[src/rtl/q_channel_arbiter_pkg.sv]
// Shared types and configuration for the Q/P channel round-robin arbiter.
// Configuration lives here so every file agrees on widths and the grant index type.
package q_arb_pkg;

  localparam int NUM_MST   = 4;
  localparam int AW        = 16;
  localparam int DW        = 32;
  localparam int MAX_OUTST = 4;
  localparam int IDX_W     = (NUM_MST > 1) ? $clog2(NUM_MST) : 1;

  typedef logic [IDX_W-1:0] grant_idx_t;

  typedef enum logic {
    IDLE = 1'b0,
    BUSY = 1'b1
  } state_t;

  typedef struct packed {
    logic          write;
    logic [AW-1:0] addr;
    logic [DW-1:0] data;
  } req_t;

  // Round-robin successor of a grant index, wrapping at NUM_MST.
  function automatic grant_idx_t next_ptr(grant_idx_t g);
    return (int'(g) == NUM_MST - 1) ? '0 : grant_idx_t'(int'(g) + 1);
  endfunction

endpackage

[src/rtl/q_channel_arbiter_if.sv]
// Bundle of the per-master Q/P channels and the single downstream slave port.
// master = arbiter view (it masters the downstream port), slave = surrounding fabric view.
interface q_channel_arbiter_if;
  import q_arb_pkg::*;

  logic [NUM_MST-1:0]    m_qvalid;
  logic [NUM_MST-1:0]    m_qready;
  logic [NUM_MST-1:0]    m_qwrite;
  logic [NUM_MST*AW-1:0] m_qaddr;
  logic [NUM_MST*DW-1:0] m_qdata;
  logic                  s_qvalid;
  logic                  s_qready;
  logic                  s_qwrite;
  logic [AW-1:0]         s_qaddr;
  logic [DW-1:0]         s_qdata;
  logic                  s_pvalid;
  logic                  s_pready;
  logic [DW-1:0]         s_pdata;
  logic [NUM_MST-1:0]    m_pvalid;
  logic [NUM_MST-1:0]    m_pready;
  logic [DW-1:0]         m_pdata;
  logic                  err_orphan;

  modport master (
    input  m_qvalid, m_qwrite, m_qaddr, m_qdata, s_qready, s_pvalid, s_pdata, m_pready,
    output m_qready, s_qvalid, s_qwrite, s_qaddr, s_qdata, s_pready, m_pvalid, m_pdata,
           err_orphan
  );

  modport slave (
    output m_qvalid, m_qwrite, m_qaddr, m_qdata, s_qready, s_pvalid, s_pdata, m_pready,
    input  m_qready, s_qvalid, s_qwrite, s_qaddr, s_qdata, s_pready, m_pvalid, m_pdata,
           err_orphan
  );

endinterface

[src/rtl/q_channel_arbiter_order_fifo.sv]
// Grant-order FIFO: remembers which master owns each outstanding request so
// in-order responses can be steered back. Pointers carry one wrap bit.
module q_order_fifo
  import q_arb_pkg::*;
#(
  parameter int DEPTH = MAX_OUTST
) (
  input  logic       clk,
  input  logic       rst_n,
  input  logic       push,
  input  grant_idx_t push_data,
  input  logic       pop,
  output grant_idx_t pop_data,
  output logic       full,
  output logic       empty
);

  localparam int PW    = $clog2(DEPTH);
  localparam int PTR_W = PW + 1;

  grant_idx_t       mem [DEPTH];
  logic [PTR_W-1:0] wr_ptr_q;
  logic [PTR_W-1:0] rd_ptr_q;
  logic             do_push;
  logic             do_pop;

  assign empty    = (wr_ptr_q == rd_ptr_q);
  assign full     = (wr_ptr_q[PW] != rd_ptr_q[PW]) && (wr_ptr_q[PW-1:0] == rd_ptr_q[PW-1:0]);
  assign do_push  = push && !full;
  assign do_pop   = pop && !empty;
  assign pop_data = mem[rd_ptr_q[PW-1:0]];

  // NOTE: state registers use non-blocking assignments so every flop samples pre-edge values.
  always_ff @(posedge clk or negedge rst_n) begin
    if (!rst_n) begin
      wr_ptr_q <= '0;
      rd_ptr_q <= '0;
    end else begin
      if (do_push) wr_ptr_q <= wr_ptr_q + PTR_W'(1);
      if (do_pop)  rd_ptr_q <= rd_ptr_q + PTR_W'(1);
    end
  end

  // NOTE: storage is deliberately not reset; the pointers alone define which entries are valid.
  always_ff @(posedge clk) begin
    if (do_push) mem[wr_ptr_q[PW-1:0]] <= push_data;
  end

endmodule

[src/rtl/q_channel_arbiter.sv]
// Round-robin arbiter sharing one Q/P channel pair among NUM_MST masters:
// registers the winning request downstream and steers in-order responses back.
module q_channel_arbiter
  import q_arb_pkg::*;
(
  input logic                clk,
  input logic                rst_n,
  q_channel_arbiter_if.master bus
);

  state_t     state_q, state_d;
  grant_idx_t rr_ptr_q;
  grant_idx_t winner;
  grant_idx_t head;
  grant_idx_t idx;
  req_t       req_q;
  req_t       sel_req;
  logic       any_req;
  logic       can_capture;
  logic       fifo_full;
  logic       fifo_empty;
  logic       pop;
  logic       err_q;

  // NOTE: combinational blocks assign every output a default first so no latch is inferred.
  always_comb begin
    winner  = rr_ptr_q;
    any_req = 1'b0;
    idx     = '0;
    for (int i = 0; i < NUM_MST; i++) begin
      idx = grant_idx_t'((int'(rr_ptr_q) + i) % NUM_MST);
      if (!any_req && bus.m_qvalid[idx]) begin
        winner  = idx;
        any_req = 1'b1;
      end
    end
  end

  always_comb begin
    sel_req = '0;
    for (int i = 0; i < NUM_MST; i++) begin
      if (winner == grant_idx_t'(i)) begin
        sel_req = '{write: bus.m_qwrite[i],
                    addr:  bus.m_qaddr[i*AW +: AW],
                    data:  bus.m_qdata[i*DW +: DW]};
      end
    end
  end

  // Reset gates the accept so no master sees M_QREADY while the block is held in reset.
  assign can_capture = rst_n && ((state_q == IDLE) || bus.s_qready) && !fifo_full && any_req;
  assign bus.m_qready = can_capture ? (NUM_MST'(1) << winner) : '0;

  always_comb begin
    state_d = state_q;
    unique case (state_q)
      IDLE:    if (can_capture) state_d = BUSY;
      BUSY:    if (bus.s_qready && !can_capture) state_d = IDLE;
      default: state_d = IDLE;
    endcase
  end

  always_ff @(posedge clk or negedge rst_n) begin
    if (!rst_n) begin
      state_q  <= IDLE;
      rr_ptr_q <= '0;
      req_q    <= '0;
      err_q    <= 1'b0;
    end else begin
      state_q <= state_d;
      if (can_capture) begin
        rr_ptr_q <= next_ptr(winner);
        req_q    <= sel_req;
      end
      if (bus.s_pvalid && fifo_empty) err_q <= 1'b1;
    end
  end

  assign bus.s_qvalid   = (state_q == BUSY);
  assign bus.s_qwrite   = req_q.write;
  assign bus.s_qaddr    = req_q.addr;
  assign bus.s_qdata    = req_q.data;
  assign bus.err_orphan = err_q;

  // Responses return in grant order, so the FIFO head names the owning master.
  always_comb begin
    bus.m_pvalid = '0;
    bus.s_pready = 1'b0;
    if (!fifo_empty) begin
      bus.m_pvalid[head] = bus.s_pvalid;
      bus.s_pready       = bus.m_pready[head];
    end
  end

  assign bus.m_pdata = bus.s_pdata;
  assign pop         = bus.s_pvalid && bus.s_pready;

  q_order_fifo #(
    .DEPTH (MAX_OUTST)
  ) u_order_fifo (
    .clk       (clk),
    .rst_n     (rst_n),
    .push      (can_capture),
    .push_data (winner),
    .pop       (pop),
    .pop_data  (head),
    .full      (fifo_full),
    .empty     (fifo_empty)
  );

endmodule

[src/flat_wrapper.sv]
// flat-port wrapper written by rule: the top's interface ports become plain ports
module q_channel_arbiter_flat import q_arb_pkg::*;
  (clk, rst_n, bus_m_qvalid, bus_m_qwrite, bus_m_qaddr, bus_m_qdata, bus_s_qready, bus_s_pvalid, bus_s_pdata, bus_m_pready, bus_m_qready, bus_s_qvalid, bus_s_qwrite, bus_s_qaddr, bus_s_qdata, bus_s_pready, bus_m_pvalid, bus_m_pdata, bus_err_orphan);
  q_channel_arbiter_if bus_i ();
  input logic clk;
  input logic rst_n;
  input wire logic [$bits(bus_i.m_qvalid)-1:0] bus_m_qvalid;
  input wire logic [$bits(bus_i.m_qwrite)-1:0] bus_m_qwrite;
  input wire logic [$bits(bus_i.m_qaddr)-1:0] bus_m_qaddr;
  input wire logic [$bits(bus_i.m_qdata)-1:0] bus_m_qdata;
  input wire logic [$bits(bus_i.s_qready)-1:0] bus_s_qready;
  input wire logic [$bits(bus_i.s_pvalid)-1:0] bus_s_pvalid;
  input wire logic [$bits(bus_i.s_pdata)-1:0] bus_s_pdata;
  input wire logic [$bits(bus_i.m_pready)-1:0] bus_m_pready;
  output wire logic [$bits(bus_i.m_qready)-1:0] bus_m_qready;
  output wire logic [$bits(bus_i.s_qvalid)-1:0] bus_s_qvalid;
  output wire logic [$bits(bus_i.s_qwrite)-1:0] bus_s_qwrite;
  output wire logic [$bits(bus_i.s_qaddr)-1:0] bus_s_qaddr;
  output wire logic [$bits(bus_i.s_qdata)-1:0] bus_s_qdata;
  output wire logic [$bits(bus_i.s_pready)-1:0] bus_s_pready;
  output wire logic [$bits(bus_i.m_pvalid)-1:0] bus_m_pvalid;
  output wire logic [$bits(bus_i.m_pdata)-1:0] bus_m_pdata;
  output wire logic [$bits(bus_i.err_orphan)-1:0] bus_err_orphan;
  assign bus_i.m_qvalid = bus_m_qvalid;
  assign bus_i.m_qwrite = bus_m_qwrite;
  assign bus_i.m_qaddr = bus_m_qaddr;
  assign bus_i.m_qdata = bus_m_qdata;
  assign bus_i.s_qready = bus_s_qready;
  assign bus_i.s_pvalid = bus_s_pvalid;
  assign bus_i.s_pdata = bus_s_pdata;
  assign bus_i.m_pready = bus_m_pready;
  assign bus_m_qready = bus_i.m_qready;
  assign bus_s_qvalid = bus_i.s_qvalid;
  assign bus_s_qwrite = bus_i.s_qwrite;
  assign bus_s_qaddr = bus_i.s_qaddr;
  assign bus_s_qdata = bus_i.s_qdata;
  assign bus_s_pready = bus_i.s_pready;
  assign bus_m_pvalid = bus_i.m_pvalid;
  assign bus_m_pdata = bus_i.m_pdata;
  assign bus_err_orphan = bus_i.err_orphan;
  q_channel_arbiter u_core (.clk(clk), .rst_n(rst_n), .bus(bus_i));
endmodule
[config.mk]
export PLATFORM = sky130hd
export DESIGN_NAME = q_channel_arbiter_flat
export DESIGN_NICKNAME = d
export VERILOG_FILES = /design/src/rtl/q_channel_arbiter_pkg.sv /design/src/rtl/q_channel_arbiter_if.sv /design/src/rtl/q_channel_arbiter_order_fifo.sv /design/src/rtl/q_channel_arbiter.sv /design/src/flat_wrapper.sv
export SDC_FILE = /design/constraint.sdc
export NUM_CORES = 1
export LEC_CHECK = 0
export ABC_AREA = 1
export CORE_AREA = 2 2 129 131
export CTS_BUF_LIST = sky130_fd_sc_hd__clkbuf_4
export CTS_CLUSTER_DIAMETER = 100
export DETAILED_ROUTE_END_ITERATION = 10
export DIE_AREA = 0 0 131 133
export PLACE_DENSITY = 0.74
export SYNTH_ARGS = -nofsm -noshare
export SYNTH_HDL_FRONTEND = slang
export SYNTH_SLANG_ARGS = --single-unit
[constraint.sdc]
create_clock -name clk -period 5.8 [get_ports clk]
set_input_delay 0.58 -clock clk [delete_from_list [all_inputs] [get_ports clk]]
set_output_delay 0.58 -clock clk [all_outputs]
set_load 0.1 [all_outputs]
==> results of run 1 <==
-- through the flow --
| step | hold WS [ns] | cell area (um2) | instances | util | setup slack (ns) |
|---|---|---|---|---|---|
| after floorplan | 0.284 | 4970 | 766 | - | 1.86 |
| after global placement | 0.453 | 7460 | 1181 | 0.462 | 1.69 |
| after detailed placement | 0.457 | 7460 | 1181 | 0.462 | 1.57 |
| after CTS | 0.215 | 7560 | 1195 | 0.468 | 1.45 |
| after global routing | 0.248 | 7570 | 1196 | 0.468 | 1.10 |
| final | 0.216 | 7570 | 1196 | 0.468 | 1.46 |
-- cell type report --
class                      instances  area (um2)  area share
timing repair buffer             276        2730       0.361
multi-input combinational        590        2630       0.348
sequential                        67        1720       0.227
tap                              220         275      0.0364
inverter                          28         110      0.0146
clock buffer                      11        82.6      0.0109
clock inverter                     3        17.5     0.00232
antenna                            1        2.50    0.000331
-- cells in the mapped netlist (all sizes together) --
library cell | instances | area (um2)
inv | 28 | 110
nor2 | 15 | 73.8
edfxtp | 8 | 240
nand3b | 1 | 7.51
xnor2 | 3 | 26.3
xor2 | 2 | 17.5
nand4 | 4 | 25.0
clkbuf | 29 | 109
ha | 9 | 113
nand2 | 380 | 1450
a21oi | 49 | 245
buf | 52 | 424
o21ai | 99 | 495
dfrtp | 59 | 1480
nand3 | 22 | 110
nor3 | 4 | 20.0
o21bai | 2 | 26.3
-- per-layer routing --
metal,track usage,vias up
li1,-,2812
met1,0.216,2424
met2,0.328,212
met3,0.0473,30
met4,0.0703,0
met5,0,-
-- cell families after synthesis --
group	after synthesis	share of synthesized area
buffers and inverters	109	0.130
and+or+nand+nor	426	0.339
DFF	67	0.346
xor gates and xnor gates	5	0.00882
adders and majority gates	9	0.0227
AOI/OAI and AO/OA	150	0.154
-- sequential cells by signal (all words and copies together), names as in the netlist, 2 cells and up --
signal	cells
u_core.u_order_fifo.wr_ptr_q	3
u_core.u_order_fifo.mem	8
u_core.bus.s_qdata	32
u_core.bus.s_qaddr	16
u_core.rr_ptr_q	2
u_core.u_order_fifo.rd_ptr_q	3
-- how the worst max path moves through the flow --
stage	startpoint	end	slack, ns	depth (start not counted)
2_1_floorplan	bus_m_qvalid[3]	bus_m_qready[1]	1.86	14
3_3_place_gp	bus_m_qvalid[3]	bus_m_qready[1]	1.69	15
3_5_place_dp	bus_m_qvalid[2]	bus_m_qready[1]	1.57	15
4_1_cts	u_core.rr_ptr_q[0]	bus_m_qready[1]	1.45	15
5_1_grt	u_core.rr_ptr_q[0]	bus_m_qready[1]	1.10	15
6_report	u_core.rr_ptr_q[0]	bus_m_qready[1]	1.46	15
-- critical path, cell delays in order, from the launching register on --
cell and delay (ns):
sky130_fd_sc_hd__dfrtp_1 0.59, sky130_fd_sc_hd__inv_4 0.10, sky130_fd_sc_hd__nand2_1 0.07, sky130_fd_sc_hd__nand2_1 0.09, sky130_fd_sc_hd__nand2_1 0.09, sky130_fd_sc_hd__nand2_2 0.08
sky130_fd_sc_hd__nor2_4 0.18, sky130_fd_sc_hd__nand3_1 0.16, sky130_fd_sc_hd__nand2_1 0.10, sky130_fd_sc_hd__nand2_1 0.12, sky130_fd_sc_hd__inv_1 0.22, sky130_fd_sc_hd__ha_2 0.60
sky130_fd_sc_hd__buf_4 0.43, sky130_fd_sc_hd__inv_1 0.08, sky130_fd_sc_hd__nor2_1 0.10, sky130_fd_sc_hd__buf_4 0.30
-- cell usage in the layout (no fill, tap or decap), types with 3 or more instances in the layout --
cell / count
sky130_fd_sc_hd__edfxtp_1: 8
sky130_fd_sc_hd__dfrtp_1: 59
sky130_fd_sc_hd__nor2_1: 11
sky130_fd_sc_hd__o21ai_0: 83
sky130_fd_sc_hd__clkdlybuf4s50_1: 263
sky130_fd_sc_hd__nand2_1: 374
sky130_fd_sc_hd__nor3_1: 4
sky130_fd_sc_hd__xnor2_1: 3
sky130_fd_sc_hd__ha_1: 6
sky130_fd_sc_hd__clkbuf_4: 11
sky130_fd_sc_hd__a21oi_1: 49
sky130_fd_sc_hd__nand2_2: 5
sky130_fd_sc_hd__buf_4: 13
sky130_fd_sc_hd__nand4_1: 4
sky130_fd_sc_hd__inv_1: 25
sky130_fd_sc_hd__nand3_1: 22
sky130_fd_sc_hd__nor2_4: 3
sky130_fd_sc_hd__o21ai_1: 16
==> results.md, run 1 <==
Status:
- The flow ran to the end, and the final reports show no timing, DRC or antenna violations.

Synth:
- Counting every net in the synthesized netlist gives 1,015.
- For this run, the number of Yosys warnings is 0.
- The cell area after technology mapping is 4970 um2.
- The sequential-to-total area share from yosys stat is 0.346.
- A synthesized cell averages 6.48 um2.
- The instance count of the mapped netlist is 766.
- In this run, synthesis produced a sequential element count of 67.
- The unique cell type count in the Yosys netlist is 27.

CTS:
- The number of setup buffers added after CTS is 0.
- The clock root buffer master is sky130_fd_sc_hd__clkbuf_4.
- The number of instances resized during post-cts repair is 0.
- The count of H-tree levels built during CTS is 3.
- After clock tree synthesis, the clock-pin slew on the worst setup and hold paths is 0.11 ns.
- In this run, post-CTS hold repair placed 0 buffers.
- The number of clock buffers added by TritonCTS is 9.
- The number of buffers on the longest clock path is 2.
- TritonCTS built the clock tree.
- For the worst-skew pair, the clock arrives at the later sink with an insertion delay of 0.42 ns.
- The sink count of the clock tree is 67.

Place:
- The global placer's final weighted congestion is 0.807.
- Detailed placement ended at an HPWL of 12.1 mm.
- Input and output buffers added on the ports amount to 267.

Drt:
- After detailed routing, no signal wire sits above met4.
- Summed over all nets, wire length on met2 after detailed routing comes to 8.04 mm.
- The final wirelength is 16.2 mm.
- The detailed-routing wirelength on met1 is 6.72 mm.
- After detailed routing, the average wire length per cell comes to 13.6 um.
- Before antenna repair, the detailed router went through 6 iterations.
- The detailed router placed 5,478 vias in this run.
- Using the TritonRoute via totals, the vias-per-cell ratio works out to 4.58.
- For this run, design rule violations remaining after detail routing come to 0.
- The number of nets with antenna violations after detailed routing is 0.
- The met3 routed wirelength is 1.12 mm.
- In this run, the number of DRC markers left after iteration 0 of detailed routing was 208.

Worst setup path:
- The worst setup path is launched from a register.
- Along the worst path, the maximum fanout reaches 29.
- The kind of end point of the critical path is a primary output.
- The data required time of the worst path is 5.22 ns.
- The worst flop-to-flop path startpoint is u_core.rr_ptr_q[0].
- Counting cells, the worst reg-to-reg path comes to 18.
- For flop-to-flop paths, the worst setup slack is 2.22 ns.
- STA puts the critical path data arrival time at 3.76 ns.
- The endpoint of the worst-slack reg-to-reg timing path is u_core.bus.s_qdata[30].
- The critical path class is reg -> out.

Timing:
- Based on the critical path, the design can be clocked at up to 0.231 GHz.
- At the pin with the least slew margin, the transition time is 1.04 ns.
- Setup repair after global routing left no endpoint under its margin.
- Between clock sinks in the finished design, the worst skew comes to 0.0158 ns.
- The final number of max-transition violations is 0.
- The post-route clock period utilization is 0.748.
- Setup total negative slack on the finished layout was measured at 0 ns.
- The count of endpoints failing hold in the final timing report is 0.
- Measured against its own limit, the worst slew margin works out to 0.303.
- The minimum clock period after layout is 4.34 ns.
- The number of endpoints failing setup at the final stage is 0.

Global routing:
- The total overflow left after global routing is 0.
- For this run, the total global-route usage over all layers was measured as 0.187.
- The pin count of the biggest net entering global routing is 63.
- The wire length of the first global-routing pass is 25.5 mm.
- The via count of the first global-routing pass came to 5,196.
- The number of antenna violations at the first check in global routing is 1.

Floorplanning:
- The vertical extent of the die is 133 um.
- The width of the chip is 131 um.
- The region available for standard cell placement spans 16,200 um2.
- The initial standard-cell utilization of the core is 0.307.
- The die covers 17,400 um2.
- After floorplanning, the core was divided into 47 placement rows.
- The I/O pin total is 332.

Job:
- Max-cap violations in this run came to 0.

Finish:
- The number of filler cells placed in the layout is 1,670.
- The final-stage net count is 1,221.
- Of the cells placed in the final design, the portion with a size suffix greater than 1 is 0.0451.
- The relative area change from synthesis to final layout is 52.4%.

Worst hold path:
- The tightest min-delay check is of the in -> async type.
Power of run 1 is not shown: default switching activity piles up to over one toggle a cycle in this logic, so the estimate is an artifact.
==> inputs of run 2 (changes only) <==
--- a/config.mk
+++ b/config.mk
@@ -6,12 +6,12 @@
 export NUM_CORES = 1
 export LEC_CHECK = 0
 export ABC_AREA = 1
-export CORE_AREA = 2 2 129 131
+export CORE_AREA = 2 2 128 130
 export CTS_BUF_LIST = sky130_fd_sc_hd__clkbuf_4
 export CTS_CLUSTER_DIAMETER = 100
 export DETAILED_ROUTE_END_ITERATION = 10
-export DIE_AREA = 0 0 131 133
-export PLACE_DENSITY = 0.74
+export DIE_AREA = 0 0 130 132
+export PLACE_DENSITY = 0.78
 export SYNTH_ARGS = -nofsm -noshare
 export SYNTH_HDL_FRONTEND = slang
 export SYNTH_SLANG_ARGS = --single-unit
==> constraint.sdc (replaced) <==
create_clock -name clk -period 3.72 [get_ports clk]
set_input_delay 0.372 -clock clk [delete_from_list [all_inputs] [get_ports clk]]
set_output_delay 0.372 -clock clk [all_outputs]
set_load 0.1 [all_outputs]
==> run 2 against run 1 <==
Against the previous run:
- sequential share of layout area down 0.32 points
- hold slack lost 0.11 ns
- setup slack worse by 1.1 ns
- final cell count up 0.17%
- sequential cell count unchanged
- die area decreased by 1.5%
- core utilization up 2.1 points
- global-route usage increased by 1.0 points
- clock-buffer cell count is the same
- critical path depth shrank 1
- non-clock buffer count increased by 4
- critical path type unchanged
- critical endpoint unchanged
- largest cell class unchanged
- highest routed layer unchanged
==> results.md, run 2 (synthesis results as in run 1) <==
Drt:
- The number of vias per cell after detailed routing is 4.65 (was 4.58).
- The total via count in the routed design is 5,571 (was 5,478).
- The number of nets with antenna violations after detailed routing is 0 (unchanged).
- The number of iterations in the first detailed-routing pass was 4 (was 6).
- The count of unresolved DRC violations after routing came to 0 (unchanged).
- The iteration-0 DRC count of the detailed router was 189 (was 208).
- The average wire length per cell after detail routing is 14.0 um (was 13.6 um).
- The final wirelength came to 16.8 mm (was 16.2 mm).

CTS:
- The register clock-pin slew on the reported worst setup and hold paths was 0.11 ns (about the same).
- The latest clock arrival within the worst-skew pair is 0.43 ns (was 0.42 ns).
- The count of H-tree levels built during CTS was 3 (unchanged).
- The number of CTS-inserted buffers is 9 (unchanged).
- The number of setup buffers added after CTS is 0 (unchanged).
- The TritonCTS clock tree is done (unchanged).
- The number of buffers on the longest clock path was 2 (unchanged).
- The number of buffers inserted by hold repair at cts is 0 (unchanged).
- The clock root buffer master is sky130_fd_sc_hd__clkbuf_4 (unchanged).
- The sink count of the clock tree was 67 (unchanged).
- The number of instances resized during post-cts repair came to 0 (unchanged).

Timing:
- Setup repair after global routing missed its margin: no (unchanged).
- The final number of max-transition violations is 0 (unchanged).
- The relative slew slack is 0.253 (was 0.303).
- Subtracting the final worst setup slack from the clock period gives 3.38 ns.
- The minimum hold slack came to 0.111 ns (was 0.216 ns).
- The highest clock rate is 0.296 GHz.
- The slew of the pin with the lowest slew margin is 1.12 ns (was 1.04 ns).
- The count of endpoints failing hold in the final timing report was 0 (unchanged).
- The worst clock skew is 0.0140 ns (was 0.0158 ns).
- The number of endpoints failing setup at the final stage is 0 (unchanged).
- The post-route clock period utilization is 0.908.
- The setup TNS is 0 ns (unchanged).

Floorplanning:
- The I/O pin total is 332 (unchanged).
- The vertical extent of the die came to 132 um (was 133 um).
- The width of the chip is 130 um (was 131 um).
- The core region area came to 15,700 um2 (was 16,200 um2).
- The initial standard-cell utilization of the core is 0.316 (was 0.307).
- The cell row count is 46 (was 47).
- The overall die area was 17,200 um2 (was 17,400 um2).

Worst setup path:
- The data required time of the worst path came to 3.35 ns (was 5.22 ns).
- The biggest fanout along the worst timing path is 10 (was 29).
- The critical path launch point type was a register (unchanged).
- Cells traversed along the worst timing path: inv_4 > nand2_1 > nand2_1 > nand2_1 > nand2_2 > nor2_4 > nand3_1 > nand2_1 > nand2_1 > inv_1 > ha_2 > inv_1 > nor2_1 > buf_12 (was inv_4 > nand2_1 > nand2_1 > nand2_1 > nand2_2 > nor2_4 > nand3_1 > nand2_1 > nand2_1 > inv_1 > ha_2 > buf_4 > inv_1 > nor2_1 > buf_4).
- The dominant delay contributor by cell family on the critical path is simple AND/OR/NAND/NOR gates (was buffers and inverters).
- The path depth of the worst reg2reg path came to 18 (unchanged).
- The worst path buffer plus inverter count is 4 (was 5).
- The startpoint of the most critical setup path is u_core.rr_ptr_q[0] (unchanged).
- The end point of the critical path is bus_m_qready[1] (unchanged).
- The most numerous cell on the critical path is sky130_fd_sc_hd__nand2_1 (unchanged).
- The arrival time reported for the critical path endpoint is 3.01 ns (was 3.76 ns).
- The cell count along the critical path is 14 (was 15).
- The register-to-register path setup slack is 0.60 ns (was 2.22 ns).
- The highest-delay cell along the critical path is sky130_fd_sc_hd__dfrtp_1 (was sky130_fd_sc_hd__ha_2).
- The worst flop-to-flop path startpoint is u_core.rr_ptr_q[0] (unchanged).
- The kind of end point of the critical path is a primary output (unchanged).
- The stage delay of the slowest cell on the critical path is 0.59 ns (was 0.60 ns).
- The endpoint of the worst-slack reg-to-reg timing path was u_core.bus.s_qdata[10] (was u_core.bus.s_qdata[30]).
- The critical path class is reg -> out (unchanged).

Finish:
- Most used cells in the layout excluding fill and tap cells: sky130_fd_sc_hd__nand2_1 (374), sky130_fd_sc_hd__clkdlybuf4s50_1 (257), sky130_fd_sc_hd__o21ai_0 (83), sky130_fd_sc_hd__dfrtp_1 (59), sky130_fd_sc_hd__a21oi_1 (49) (was sky130_fd_sc_hd__nand2_1 (374), sky130_fd_sc_hd__clkdlybuf4s50_1 (263), sky130_fd_sc_hd__o21ai_0 (83), sky130_fd_sc_hd__dfrtp_1 (59), sky130_fd_sc_hd__a21oi_1 (49)).
- The number of non-filler instances in the completed layout is 1,198 (was 1,196).
- The area of all sequential standard cells is 1720 um2 (unchanged).
- The final-stage net count was 1,225 (was 1,221).
- The total area of multi-input combinational cells came to 2630 um2 (unchanged).
- The layout cell share with drive strength beyond 1 is 0.0571 (was 0.0451).
- The number of filler cells placed in the layout came to 1,569 (was 1,670).
- The relative area change from synthesis to final layout is 54.5% (was 52.4%).
- The number of flip-flops in the largest register is 32 (unchanged).
- The final design utilization came to 0.488 (was 0.468).
- The leading cell type in the layout, fill and taps excluded is sky130_fd_sc_hd__nand2_1 (unchanged).

Job:
- The max-cap violation count came to 0 (unchanged).

Global routing:
- The via count of the first global-routing pass is 5,283 (was 5,196).
- The number of antenna violations at the first check in global routing is 1 (unchanged).
- The pin count of the biggest net entering global routing is 60 (was 63).
- The global-route usage over all layers came to 0.197 (was 0.187).
- The sum of overflow across all layers after global routing is 0 (unchanged).
- The wire length of the first global-routing pass was 26.6 mm (was 25.5 mm).

Place:
- The number of buffer cells added on primary ports is 267 (unchanged).
- The HPWL after detailed placement is 12.8 mm (was 12.1 mm).
- The cell total after placement was 1,181 (unchanged).
- The global placer's final weighted congestion is 0.890 (was 0.807).

Status:
- Outcome: complete, no violations (unchanged).

Worst hold path:
- The type of the most critical hold path is in -> async (unchanged).
run 2: final cells by class:
class,count,area share
timing repair buffer,280,0.366
multi-input combinational,590,0.343
tap,216,0.0352
sequential,67,0.224
antenna,1,0.000326
clock inverter,5,0.00717
inverter,28,0.0143
clock buffer,11,0.0108
run 2: worst min path at each step:
stage                                       from                      to  slack (ns)  cells after the start
after detailed placement  u_core.bus.s_qdata[12]  u_core.bus.s_qdata[12]        0.46                      2
after floorplan                            rst_n   u_core.bus.err_orphan        0.08                      0
after global routing                       rst_n  u_core.bus.s_qdata[28]        0.15                      2
final                                      rst_n     u_core.bus.s_qvalid        0.11                      2
after global placement     u_core.bus.s_qdata[9]   u_core.bus.s_qdata[9]        0.45                      2
after CTS                                  rst_n  u_core.bus.s_qdata[28]        0.11                      2
run 2: per-stage QoR:
| stage | cell area, um2 | setup slack [ns] |
|---|---|---|
| 4_1_cts | 7670 | 0.313 |
| 5_1_grt | 7670 | 0.135 |
| 3_3_place_gp | 7530 | 0.573 |
| 2_1_floorplan | 4970 | 0.0667 |
| 6_report | 7670 | 0.340 |
| 3_5_place_dp | 7530 | 0.499 |
run 2: worst register-to-register path, stage by stage (launching register included):
cell and delay, ns:
sky130_fd_sc_hd__dfrtp_1 0.59, sky130_fd_sc_hd__inv_4 0.09, sky130_fd_sc_hd__nand2_1 0.08, sky130_fd_sc_hd__nand2_1 0.09, sky130_fd_sc_hd__nand2_1 0.09, sky130_fd_sc_hd__nand2_2 0.08
sky130_fd_sc_hd__nor2_4 0.18, sky130_fd_sc_hd__nand3_1 0.15, sky130_fd_sc_hd__nand2_1 0.09, sky130_fd_sc_hd__nand2_1 0.11, sky130_fd_sc_hd__inv_1 0.21, sky130_fd_sc_hd__ha_2 0.36
sky130_fd_sc_hd__buf_4 0.32, sky130_fd_sc_hd__a21oi_1 0.19, sky130_fd_sc_hd__nand2_1 0.10, sky130_fd_sc_hd__o21ai_0 0.08, sky130_fd_sc_hd__o21ai_1 0.12, sky130_fd_sc_hd__nand2_1 0.06
sky130_fd_sc_hd__nand2_1 0.09
run 2: metal layers:
metal	vias to the layer above	share of wire	global-route usage
met5	-	0	0
met1	2486	0.39	0.227
met2	233	0.51	0.349
met3	26	0.071	0.0446
met4	0	0.024	0.0771
li1	2826	-	-
Power of run 2 is left out for the same reason.
==> inputs of run 3 (changes only) <==
--- a/config.mk
+++ b/config.mk
@@ -6,6 +6,7 @@
 export NUM_CORES = 1
 export LEC_CHECK = 0
 export ABC_AREA = 1
+export ABC_CLOCK_PERIOD_IN_PS = 3720
 export CORE_AREA = 2 2 128 130
 export CTS_BUF_LIST = sky130_fd_sc_hd__clkbuf_4
 export CTS_CLUSTER_DIAMETER = 100
==> results of run 3 <==
No change in the layout: final DEF, timing and power equal those of run 2.
Power of run 3 is left out for the same reason.
==> RTL change 1, RTL diff (settings of run 3) <==
Set the package constant `AW` to 15 (it was 16).
--- a/src/rtl/q_channel_arbiter_pkg.sv
+++ b/src/rtl/q_channel_arbiter_pkg.sv
@@ -3,7 +3,7 @@
 package q_arb_pkg;
 
   localparam int NUM_MST   = 4;
-  localparam int AW        = 16;
+  localparam int AW        = 15;
   localparam int DW        = 32;
   localparam int MAX_OUTST = 4;
   localparam int IDX_W     = (NUM_MST > 1) ? $clog2(NUM_MST) : 1;
Interface: changed (resized bus_m_qaddr and bus_s_qaddr); port bits go from 332 to 327. The function was not compared with the original's and may differ.
==> RTL change 1 against run 3 <==
  * Sequential cell count decreased by 1
  * Worst setup slack got worse by 0.051 ns
  * Worst hold slack improved by 0.031 ns
  * Core utilization decreased by 0.41 points
  * Routed wire length increased by 3.6%
  * Global-route usage increased by 0.85 points
  * Final cell count decreased by 0.42%
  * Largest cell class unchanged
  * Highest routed layer unchanged
  * Maximum frequency decreased by 1.5%
  * Design area decreased by 0.83%
  * Clock skew decreased by 0.0024 ns
  * Area after synthesis decreased by 2.3%
Power is left out: the tool's default activity adds up to more than one toggle a clock period on the data nets, which glitch-free logic cannot reach.
==> RTL change 1: results (changes against run 3) <==
* Status: complete, no violations
* Met3 routed WL at 1220 µm (+2.5%)
* Worst slack at placement at 0.476 ns (-0.0234 ns)
* Overall Global Routing Usage at 20.5% (+0.85 points)
* Commonest cells in the netlist: nand2_1, o21ai_0, dfrtp_1, a21oi_1, buf_4
* FFs w/ async S/R, synth at 87.9% (-0.18 points)
* Seq/Total Area, Yosys at 34.9% (+0.30 points)
* Syn Nets at 1007 (-0.79%)
* CP max FO at 22 (+12)
* Share of layout cells above drive strength 1 at 5.74% (+0.029 points)
* Gpl congestion at 0.868 (-2.5%)
* Synth Area in Compound Gates at 15.6% (+0.13 points)
* Vias per cell at 4.60 (-1.1%)
* Vias in the first global route at 5260 (-0.44%)
* Placed cells at 1176 (-0.42%)
* CP Data Arrival Time at 3.06 ns (+0.05 ns)
* Detailed Route Iter0 Violations at 264 (+40%)
* Area after DPL at 7440 µm² (-1.2%)
* XOR/XNOR Fraction of Synth Area at 0.903% (+0.021 points)
* First-pass GRT wire length at 27400 µm (+3.0%)
* Yosys cell types at 24 (-11%)
* Synth area leaders: dfrtp_1, nand2_1, o21ai_0, buf_4, a21oi_1
* DR WL met2 at 8720 µm (+1.6%)
* Final WL at 17400 µm (+3.6%)
* Final Skew at 0.0116 ns (-0.00237 ns)
* DP HPWL at 13400 µm (+4.7%)
* Wire per inst at 14.6 µm (+4.0%)
## RTL change 1: changes by cell type after synthesis, moves of 3 or more
cell / before / now
nand2_1: 374 / 381
buf_2: 6 / 9
o21ai_0: 83 / 88
o21ai_1: 16 / 10
buf_6: 13 / 6
## RTL change 1: cell type report
| class | instances | area [µm²] |
|---|---|---|
| multi-input combinational | 590 | 2610 |
| clock inverter | 4 | 67.6 |
| timing repair buffer | 276 | 2770 |
| tap | 216 | 270 |
| clock buffer | 12 | 90.1 |
| fill | 1598 | 8100 |
| antenna | 1 | 2.50 |
| inverter | 28 | 105 |
| sequential | 66 | 1690 |
## RTL change 1: per-layer routing
metal  global-route usage [%]  up-vias
li1                         -     2808
met1                     24.3     2440
met2                     35.3      203
met3                     5.56       36
met4                     7.71        0
met5                        0        -
## RTL change 1: worst paths after layout
kind / endpoint / depth (start not counted) / from / slack [ns]
max: bus_m_qready[1] / 15 / u_core.rr_ptr_q[0] / 0.29
min: u_core.bus.s_qdata[30] / 2 / rst_n / 0.14
max in group asynchronous: u_core.rr_ptr_q[0] / 2 / rst_n / 3.03
max reg2reg: u_core.bus.s_qdata[11] / 18 / u_core.rr_ptr_q[0] / 0.63
min in group clk: u_core.bus.s_qdata[4] / 2 / u_core.bus.s_qdata[4] / 0.48
min reg2reg: u_core.bus.s_qdata[4] / 2 / u_core.bus.s_qdata[4] / 0.48
## RTL change 1: critical path: stages, from the launching register on
cell and delay, ns:
dfrtp_2 0.50, inv_2 0.11, nand2_1 0.07, nand2_1 0.09, nand2_1 0.09, nand2_2 0.09, nor2_4 0.14, nand3_1 0.16
nand2_1 0.10, nand2_1 0.11, inv_1 0.22, ha_2 0.29, buf_6 0.24, inv_1 0.08, nor2_2 0.16, buf_12 0.19
==> RTL change 2, RTL diff (flow settings as in run 3) <==
Made on the original files. Reset style: synchronous (`rst_n`), changed in 2 clocked blocks.
--- a/src/rtl/q_channel_arbiter_order_fifo.sv
+++ b/src/rtl/q_channel_arbiter_order_fifo.sv
@@ -31,7 +31,7 @@
   assign pop_data = mem[rd_ptr_q[PW-1:0]];
 
   // NOTE: state registers use non-blocking assignments so every flop samples pre-edge values.
-  always_ff @(posedge clk or negedge rst_n) begin
+  always_ff @(posedge clk) begin
     if (!rst_n) begin
       wr_ptr_q <= '0;
       rd_ptr_q <= '0;
--- a/src/rtl/q_channel_arbiter.sv
+++ b/src/rtl/q_channel_arbiter.sv
@@ -60,7 +60,7 @@
     endcase
   end
 
-  always_ff @(posedge clk or negedge rst_n) begin
+  always_ff @(posedge clk) begin
     if (!rst_n) begin
       state_q  <= IDLE;
       rr_ptr_q <= '0;
Formal check against the unedited RTL: differs if rst_n is asserted again (counterexample within 4 cycles, from zero or initial values and one cycle with rst_n low); with rst_n held inactive, the same outputs for 4 cycles.
==> RTL change 2 against run 3 <==
  * Routed wire length rose by 13%
  * Sequential cell count rose by 2
  * Worst setup slack improved by 0.065 ns
  * Core utilization fell by 0.50 points
  * Design area fell by 1.0%
  * Largest cell class unchanged
  * Final cell count barely moved
  * Area after synthesis fell by 3.0%
  * Critical path depth fell by 3
  * Via count rose by 5.5%
  * Die area did not move
Power is not shown: default switching activity piles up to over one toggle a cycle in this logic, so the estimate is an artifact.
==> RTL change 2: results (changes against run 3) <==
* FFs w/ async S/R, synth at 0% (-88 points)
* Hold WC Path Type: in2reg
* Gpl congestion at 0.874 (-1.8%)
* Synth Area in Compound Gates at 17.7% (+2.3 points)
* Later-pin clock latency in the skew report at 0.46 ns (+0.03 ns)
* Dominant synthesized flop cell: dfxtp_1
* Reg-to-reg startpoint: u_core.rr_ptr_q[0]
* Hold WS at 0.398 ns (+0.287 ns)
* Yosys cell types at 26 (-3.7%)
* Worst-Margin Slew at 1.04 ns (-0.0729 ns)
* Overall Global Routing Usage at 21.7% (+2.0 points)
* Seq/Total Area, Yosys at 30.4% (-4.2 points)
* First-pass GRT wire length at 28500 µm (+7.1%)
* Status: complete, no violations
* Syn Nets at 1021 (+0.59%)
* DP HPWL at 14100 µm (+11%)
* CP max FO at 16 (+6)
* Pin count of the biggest net entering global routing at 57 (-5.0%)
* Fin nets at 1224 (-0.082%)
* Final Skew at 0.0226 ns (+0.00864 ns)
* Synth area leaders: dfxtp_1, nand2_1, nand3_1, o21ai_0, buf_4
* Clk pin slew, worst setup/hold paths at 0.14 ns (+0.03 ns)
* R2R Path End: u_core.bus.s_qdata[11]
* Slowest stage cell, crit path: dfxtp_2
* Commonest cells in the netlist: nand2_1, nand3_1, o21ai_0, dfxtp_1, a21oi_1
RTL change 2: cell count changes after synthesis, moves of 7 or more:
cell | before | now
buf_6 | 13 | 6
clkbuf_1 | 29 | 39
dfrtp_1 | 59 | 0
dfxtp_1 | 0 | 61
nand2_1 | 374 | 256
nand3_1 | 22 | 117
o21ai_0 | 83 | 67
o21ai_1 | 16 | 48
RTL change 2: cell families (layout without fill, tap and decap cells):
family,count (synthesis),count (layout)
other cells,0,1
simple gates,395,395
compound gates,170,170
flops,69,69
buf+inv,121,329
fa+ha+maj,9,9
xor+xnor,8,8
RTL change 2: layout make-up:
cell class | count | area, µm²
repair buffers | 281 | 2860
flip-flops and latches | 69 | 1460
diodes | 1 | 2.50
fillers | 1600 | 8120
inverters | 32 | 123
well taps | 216 | 270
multi-input cells | 582 | 2730
clock buffers | 9 | 67.6
clock inverters | 7 | 73.8
RTL change 2: worst max-delay path by stage:
stage                                   from                endpoint  slack [ns]  cells past startpoint
after floorplan           u_core.rr_ptr_q[0]         bus_m_qready[1]        0.07                     14
after global placement       bus_m_qvalid[3]   u_core.bus.s_qdata[4]        0.38                     20
after detailed placement     bus_m_qvalid[3]  u_core.bus.s_qdata[10]        0.26                     20
after CTS                 u_core.rr_ptr_q[0]         bus_m_qready[1]        0.17                     13
after global routing      u_core.rr_ptr_q[0]         bus_m_qready[0]        0.07                     11
final                     u_core.rr_ptr_q[0]         bus_m_qready[0]        0.41                     11
RTL change 2: through the flow:
stage / area (µm²) / worst slack [ns] / instances / utilization, %
floorplan: 4820 / 0.0691 / 772 / -
global placement: 7450 / 0.377 / 1180 / 47.4
detailed placement: 7450 / 0.256 / 1180 / 47.4
CTS: 7590 / 0.174 / 1196 / 48.3
global route: 7590 / 0.0659 / 1197 / 48.3
finish: 7590 / 0.406 / 1197 / 48.3
RTL change 2: worst max-delay path, delay by kind of cell (launching register included):
family	cells	cell delay, ns
compound gates	1	0.11
simple gates	5	0.65
xor+xnor	1	0.36
flops	1	0.49
fa+ha+maj	1	0.46
buf+inv	3	0.41
RTL change 2: what timing repair did:
action | in CTS | in global routing
setup endpoints to repair | 0 | 2
hold buffers | 0 | 0
gates resized for setup | 0 | 1
setup buffers | 0 | 0
RTL change 2: metal layers:
metal	global-route usage, %	share of wire, %	vias up
met3	5.28	8.0	37
met5	0	0	-
met4	8.84	2.9	0
met2	37.1	50	277
met1	25.7	40	2627
li1	-	-	2934
